**config.mk**
```make
export PLATFORM = sky130hd
export DESIGN_NAME = vend_disp_fmt
export DESIGN_NICKNAME = d
export VERILOG_FILES = /design/src/rtl/vend_disp_pkg.sv /design/src/rtl/bin2bcd_step.sv /design/src/rtl/vend_disp_fmt.sv
export SDC_FILE = /design/constraint.sdc
export NUM_CORES = 1
export LEC_CHECK = 0
export CAP_MARGIN = 20
export CORE_MARGIN = 2
export CORE_UTILIZATION = 51
export CTS_CLUSTER_SIZE = 10
export DETAILED_ROUTE_END_ITERATION = 10
export PLACE_DENSITY = 0.75
export SYNTH_ARGS = -nofsm -noshare
export SYNTH_HDL_FRONTEND = slang
export SYNTH_SLANG_ARGS = --single-unit
```
**constraint.sdc**
```tcl
create_clock -name clk -period 3.5 [get_ports clk]
set_input_delay 0.7 -clock clk [delete_from_list [all_inputs] [get_ports clk]]
set_output_delay 0.7 -clock clk [all_outputs]
set_load 0.01 [all_outputs]
```
**src/rtl/vend_disp_pkg.sv**
```systemverilog
// Shared constants, types and helpers for the vend_disp_fmt display formatter.
// Optional leading-zero blanking helper is used when VEND_DISP_LZB_EN is defined.
package vend_disp_pkg;

  localparam int VAL_W     = 14;
  localparam int FIELD_DIG = 4;
  localparam int BCD_W     = 4 * FIELD_DIG;
  localparam int CONV_W    = VAL_W + BCD_W;
  localparam int MAX_VAL   = 9999;

  localparam logic [3:0] DIG_BLANK = 4'hF;
  localparam logic [3:0] CH_B      = 4'hA;
  localparam logic [3:0] CH_E      = 4'hB;
  localparam logic [3:0] CH_G      = 4'hC;
  localparam logic [3:0] CH_I      = 4'hD;
  localparam logic [3:0] CH_N      = 4'hE;

  localparam logic [1:0] MODE_AMOUNT = 2'd0;
  localparam logic [1:0] MODE_MSG    = 2'd1;
  localparam logic [1:0] MODE_BLANK  = 2'd2;

  typedef enum logic [1:0] {
    S_IDLE   = 2'd0,
    S_CONV_L = 2'd1,
    S_CONV_R = 2'd2,
    S_COMMIT = 2'd3
  } state_t;

  localparam logic [4*2*FIELD_DIG-1:0] FRAME_BLANK = {(2*FIELD_DIG){DIG_BLANK}};
  localparam logic [4*2*FIELD_DIG-1:0] FRAME_MSG   =
    {DIG_BLANK, DIG_BLANK, DIG_BLANK, CH_B, CH_E, CH_G, CH_I, CH_N};

  function automatic logic [VAL_W-1:0] clamp_val(input logic [VAL_W-1:0] v);
    return (v > VAL_W'(MAX_VAL)) ? VAL_W'(MAX_VAL) : v;
  endfunction

  // Blanks zero digits left of the first non-zero one; the units digit always shows.
  function automatic logic [BCD_W-1:0] blank_lz(input logic [BCD_W-1:0] bcd);
    logic [BCD_W-1:0] res;
    logic             lead;
    res  = bcd;
    lead = 1'b1;
    for (int i = FIELD_DIG - 1; i > 0; i--) begin
      if (lead && bcd[4*i +: 4] == 4'd0) begin
        res[4*i +: 4] = DIG_BLANK;
      end else begin
        lead = 1'b0;
      end
    end
    return res;
  endfunction

endpackage

```
**src/rtl/bin2bcd_step.sv**
```systemverilog
// One double-dabble iteration: add 3 to every BCD nibble >= 5, then shift left by one.
module bin2bcd_step
  import vend_disp_pkg::*;
(
  input  logic [CONV_W-1:0] cur,
  output logic [CONV_W-1:0] nxt
);

  logic [CONV_W-1:0] adj;

  always_comb begin
    // NOTE: every variable written in a combinational block gets a default first, so no latch is inferred.
    adj = cur;
    for (int i = 0; i < FIELD_DIG; i++) begin
      if (adj[VAL_W + 4*i +: 4] >= 4'd5) begin
        adj[VAL_W + 4*i +: 4] = adj[VAL_W + 4*i +: 4] + 4'd3;
      end
    end
    nxt = adj << 1;
  end

endmodule

```
**src/rtl/vend_disp_fmt.sv**
```systemverilog
// Formats paid/change amounts, the BEGIN banner or a blank frame into eight digit codes.
// Define VEND_DISP_LZB_EN to blank leading zeros in each amount field.
module vend_disp_fmt
  import vend_disp_pkg::*;
(
  input  logic             clk,
  input  logic             rst,
  input  logic [1:0]       mode,
  input  logic             upd,
  input  logic [VAL_W-1:0] left_val,
  input  logic [VAL_W-1:0] right_val,
  output logic             busy,
  output logic             done,
  output logic [3:0]       smg7,
  output logic [3:0]       smg6,
  output logic [3:0]       smg5,
  output logic [3:0]       smg4,
  output logic [3:0]       smg3,
  output logic [3:0]       smg2,
  output logic [3:0]       smg1,
  output logic [3:0]       smg0
);

  localparam int CNT_W = $clog2(VAL_W);

  state_t             state;
  state_t             state_nxt;
  logic [CNT_W-1:0]   cnt;
  logic [CONV_W-1:0]  work;
  logic [CONV_W-1:0]  step_out;
  logic [VAL_W-1:0]   right_lat;
  logic [BCD_W-1:0]   left_bcd;
  logic [BCD_W-1:0]   left_codes;
  logic [BCD_W-1:0]   right_codes;
  logic [8*4-1:0]     frame;
  logic [1:0]         mode_q;
  logic               pending;

  logic               is_amount;
  logic               last_iter;
  logic               start;
  logic               conv_step;
  logic               commit;

  assign is_amount = (mode == MODE_AMOUNT);
  assign last_iter = (cnt == CNT_W'(VAL_W - 1));

  bin2bcd_step u_step (
    .cur (work),
    .nxt (step_out)
  );

  // State register.
  always_ff @(posedge clk) begin
    // NOTE: sequential state uses non-blocking assignments so every flop samples pre-edge values.
    if (rst) begin
      state <= S_IDLE;
    end else begin
      state <= state_nxt;
    end
  end

  // Next-state logic; a non-amount mode aborts from any state.
  always_comb begin
    state_nxt = state;
    if (!is_amount) begin
      state_nxt = S_IDLE;
    end else begin
      unique case (state)
        S_IDLE:   if (upd || pending) state_nxt = S_CONV_L;
        S_CONV_L: if (last_iter)      state_nxt = S_CONV_R;
        S_CONV_R: if (last_iter)      state_nxt = S_COMMIT;
        S_COMMIT:                     state_nxt = S_IDLE;
        default:                      state_nxt = S_IDLE;
      endcase
    end
  end

  // Output / control decode.
  always_comb begin
    start     = 1'b0;
    conv_step = 1'b0;
    commit    = 1'b0;
    busy      = (state != S_IDLE);
    if (is_amount) begin
      start     = (state == S_IDLE) && (upd || pending);
      conv_step = (state == S_CONV_L) || (state == S_CONV_R);
      commit    = (state == S_COMMIT);
    end
  end

`ifdef VEND_DISP_LZB_EN
  assign left_codes  = blank_lz(left_bcd);
  assign right_codes = blank_lz(work[CONV_W-1 -: BCD_W]);
`else
  assign left_codes  = left_bcd;
  assign right_codes = work[CONV_W-1 -: BCD_W];
`endif

  // Conversion datapath and request bookkeeping.
  always_ff @(posedge clk) begin
    if (rst) begin
      cnt       <= '0;
      work      <= '0;
      right_lat <= '0;
      left_bcd  <= '0;
      pending   <= 1'b0;
      done      <= 1'b0;
      mode_q    <= MODE_AMOUNT;
    end else begin
      done   <= commit;
      mode_q <= mode;

      if (!is_amount || start) begin
        pending <= 1'b0;
      end else if (upd && busy) begin
        pending <= 1'b1;
      end

      if (start) begin
        work      <= {{BCD_W{1'b0}}, clamp_val(left_val)};
        right_lat <= clamp_val(right_val);
        cnt       <= '0;
      end else if (conv_step) begin
        if (last_iter) begin
          cnt <= '0;
          if (state == S_CONV_L) begin
            left_bcd <= step_out[CONV_W-1 -: BCD_W];
            work     <= {{BCD_W{1'b0}}, right_lat};
          end else begin
            work <= step_out;
          end
        end else begin
          cnt  <= cnt + 1'b1;
          work <= step_out;
        end
      end
    end
  end

  // Display frame: a message/blank request takes effect one edge after it is sampled.
  always_ff @(posedge clk) begin
    if (rst) begin
      frame <= FRAME_BLANK;
    end else if (mode_q == MODE_MSG) begin
      frame <= FRAME_MSG;
    end else if (mode_q != MODE_AMOUNT) begin
      frame <= FRAME_BLANK;
    end else if (commit) begin
      frame <= {left_codes, right_codes};
    end
  end

  assign {smg7, smg6, smg5, smg4, smg3, smg2, smg1, smg0} = frame;

endmodule

```
==> flow_summary.yaml <==
status:
  status: "completed"
routing:
  num_vias: 3970
  drt_iter0_markers: 177
  drc: 0
  first_pass_iters: 5
  routed_via_density: 5.70
  wl_per_cell_um: 15.5
  drt_wl_total_um: 10800
  postRouteAntennaNets: 0
pwr:
  comb_power_share_pct: 6.8
  power_leakage_uw: 0.00205
  clkPwrFrac_pct: 37.2
  power_switching_uw: 484
  p_per_area_mw_per_mm2: 393
  ir_drop_mv: 0.275
  seqPwrFrac_pct: 56.0
  intPower_uw: 1650
  switching_share_pct: 22.7
sta:
  post-route-min-period_ps: 2470
  rsz0062_at_grt: "false"
  drv_slew: 0
  fin_tns_setup_ps: 0
  setup_ws_ps: 1030
  worst_pin_slew_ps: 671
  report.final.setup_viol: 0
  relSlewSlack_pct: 55.2
  max_clock_freq_ghz: 0.404
  timing.final.hold_violations: 0
  fin_crit_sh_pct: 70.6
  finClkSkew_ps: 5.44
placement:
  post-place-cells: 681
  pre_cts_slack_ps: 649
  place_area_mm2: 0.00522
  gp_congestion: 0.859
  port-buffer-count: 66
  hpwl_um: 7790
global_route:
  grt_overflow: 0
  grt_pass1_wl_um: 18200
  first_global_vias: 3785
  antenna_found_initial: 0
  grt_max_degree: 32
  grtUsageTotal_pct: 22.9
yosys:
  synth_cell_types: 47
  seq_area_frac_synth_pct: 45.2
  ys_seq_elements: 102
  yosysMostFrequentCell: "dfxtp_1"
  synth-edff-count: 0
  synth_nets: 578
  yosys-top-cells-count: "dfxtp_1 (102), nand2_1 (97), a21oi_1 (35)"
  synth_ff_type: "dfxtp_1"
  synth_area_leaders: "dfxtp_1 (45%), nand2_1 (8.1%), a21oi_1 (3.9%)"
  synthArstFlopShare_pct: 0
  yosys_warnings: 0
  netlist.area_leader.share_pct: 45.2
  syn_avg_cell_area_um2: 8.48
  syn-cell-area_mm2: 0.00451
  synthCells: 532
  yosysTopAreaCell: "dfxtp_1"
cts:
  cts_root_buf: "clkbuf_8"
  cts_setup_buffers: 0
  cts_sinks: 102
  hold_buffers: 0
  post_cts_resized: 0
  cts_buffers: 9
  cts_tree: "done"
  htreeDepth: 3
  clkTransAtPathRegs_ps: 90
  clk_path_buf_depth: 2
  clock_latency_ps: 360
finish:
  antenna_cells: 0
  post-route-util_pct: 62.9
  nFillCells: 768
  finalNetCount: 630
  multi_input_area_mm2: 0.00227
  fin_area_mm2: 0.00543
  ff_latch_area_mm2: 0.00204
  fin_cells: 696
  drive_gt1_share_pct: 6.12
  area_delta_synth_final_pct: 20.4
floorplan:
  initial_core_util_pct: 52.3
  io_pins: 67
  fp.dieH_um: 98.1
  die-area_mm2: 0.00962
  core_mm2: 0.00864
  fp.dieW_um: 98.1
  num_rows: 34
min_path:
  worstHoldStart: "left_bcd[14]$_SDFFE_PP0P_"
  hp-class: "flop to flop"
  whs_path_depth: 2
  whs_endpoint: "left_bcd[14]$_SDFFE_PP0P_"
critical_path:
  reg2reg_slack_ps: 1060
  cp_max_fo: 13
  required_ps: 3770
  end_kind: "flop"
  path_class: "input port to flop"
  reg2reg_from: "state[0]$_SDFFE_PP0P_"
  worstPathArrival_ps: 2740
  r2r_cells: 7
  r2r_end: "work[13]$_SDFFE_PP0P_"
  worstSetupStartpointType: "input port"
job:
  cap_viol_max_count: 0
[area by class of cell]
type	instances	share of cell area [%]
timing repair buffer	76	13.5
inverter	12	0.829
tap	108	2.49
multi-input combinational	383	41.7
sequential	102	37.6
clock buffer	9	2.28
clock inverter	6	1.59
[flip-flops by register name, summed over array words and instances, names as in the netlist]
register and cells:
left_bcd 16, right_lat 14, done 1, work 30, frame 32, cnt 4, mode_q 2, state 2
pending 1
[critical path, cell delays in order]
cell	delay, ps
clkdlybuf4s50_1	490
or3b_1	600
buf_4	270
nor2_2	440
nand2_1	120
o32ai_1	120
[kinds of logic (layout without fill, tap and decap cells)]
logic type / after synthesis / in the layout / synth area share [%]
mux: 15 / 15 / 3.33
fa+ha+maj: 13 / 13 / 3.60
buf+inv: 47 / 103 / 4.66
compound gates: 128 / 128 / 19.0
flops: 102 / 102 / 45.2
xor+xnor: 1 / 1 / 0.194
simple gates: 226 / 226 / 24.0
[power groups by stage]
stage          clock network, uW  registers [uW]  logic (uW)
3_5_place_dp                   0            1220         146
6_report                     795            1200         146
3_3_place_gp                   0            1220         143
4_1_cts                      808            1200         146
2_1_floorplan                  0            1220        70.8
5_1_grt                      854            1200         160
[stage by stage]
step           hold slack [ps]  power, uW
2_1_floorplan              431       1290
3_3_place_gp               443       1370
3_5_place_dp               447       1370
4_1_cts                    460       2150
5_1_grt                    485       2210
6_report                   459       2140
[metal layers]
| metal | vias to the layer above | wire length (um) | share of wire [%] | global-route usage [%] |
|---|---|---|---|---|
| met4 | 0 | 106 | 0.98 | 5.45 |
| met3 | 11 | 528 | 4.9 | 5.01 |
| met5 | - | 0 | 0 | 0 |
| li1 | 2006 | - | - | - |
| met1 | 1833 | 4880 | 45 | 29.8 |
| met2 | 120 | 5310 | 49 | 38.8 |
[how the worst max path moves through the flow]
stage | from | endpoint
6_report | mode[1] | work[13]$_SDFFE_PP0P_
5_1_grt | state[0]$_SDFFE_PP0P_ | work[22]$_SDFFE_PP0P_
4_1_cts | mode[1] | work[22]$_SDFFE_PP0P_
3_5_place_dp | mode[1] | work[21]$_SDFFE_PP0P_
3_3_place_gp | mode[1] | work[13]$_SDFFE_PP0P_
2_1_floorplan | state[1]$_SDFFE_PP0P_ | work[24]$_SDFFE_PP0P_
[cell usage in the layout, fill, tap and decap left out, types with 2 or more instances in the layout]
cell / count
nand3_1: 33
a211o_1: 5
a2bb2oi_1: 3
o221ai_1: 2
clkinv_2: 2
nor3_2: 2
o21ai_0: 32
o211ai_1: 6
bufinv_16: 2
nor3_1: 22
clkbuf_8: 9
a311oi_1: 6
dfxtp_1: 102
nand2b_1: 5
nand4_1: 4
nand3b_1: 2
a32oi_1: 8
nor3b_1: 7
a21oi_1: 35
inv_1: 12
nand2_1: 97
and2_1: 7
ha_1: 13
or3_1: 10
a22o_1: 4
nor4_1: 2
nor2_1: 21
clkdlybuf4s50_1: 66
buf_4: 10
nor2b_1: 7
o221a_2: 7
a211oi_1: 12
o21a_1: 2
mux2i_1: 15
(Power assumes the default switching activity.)
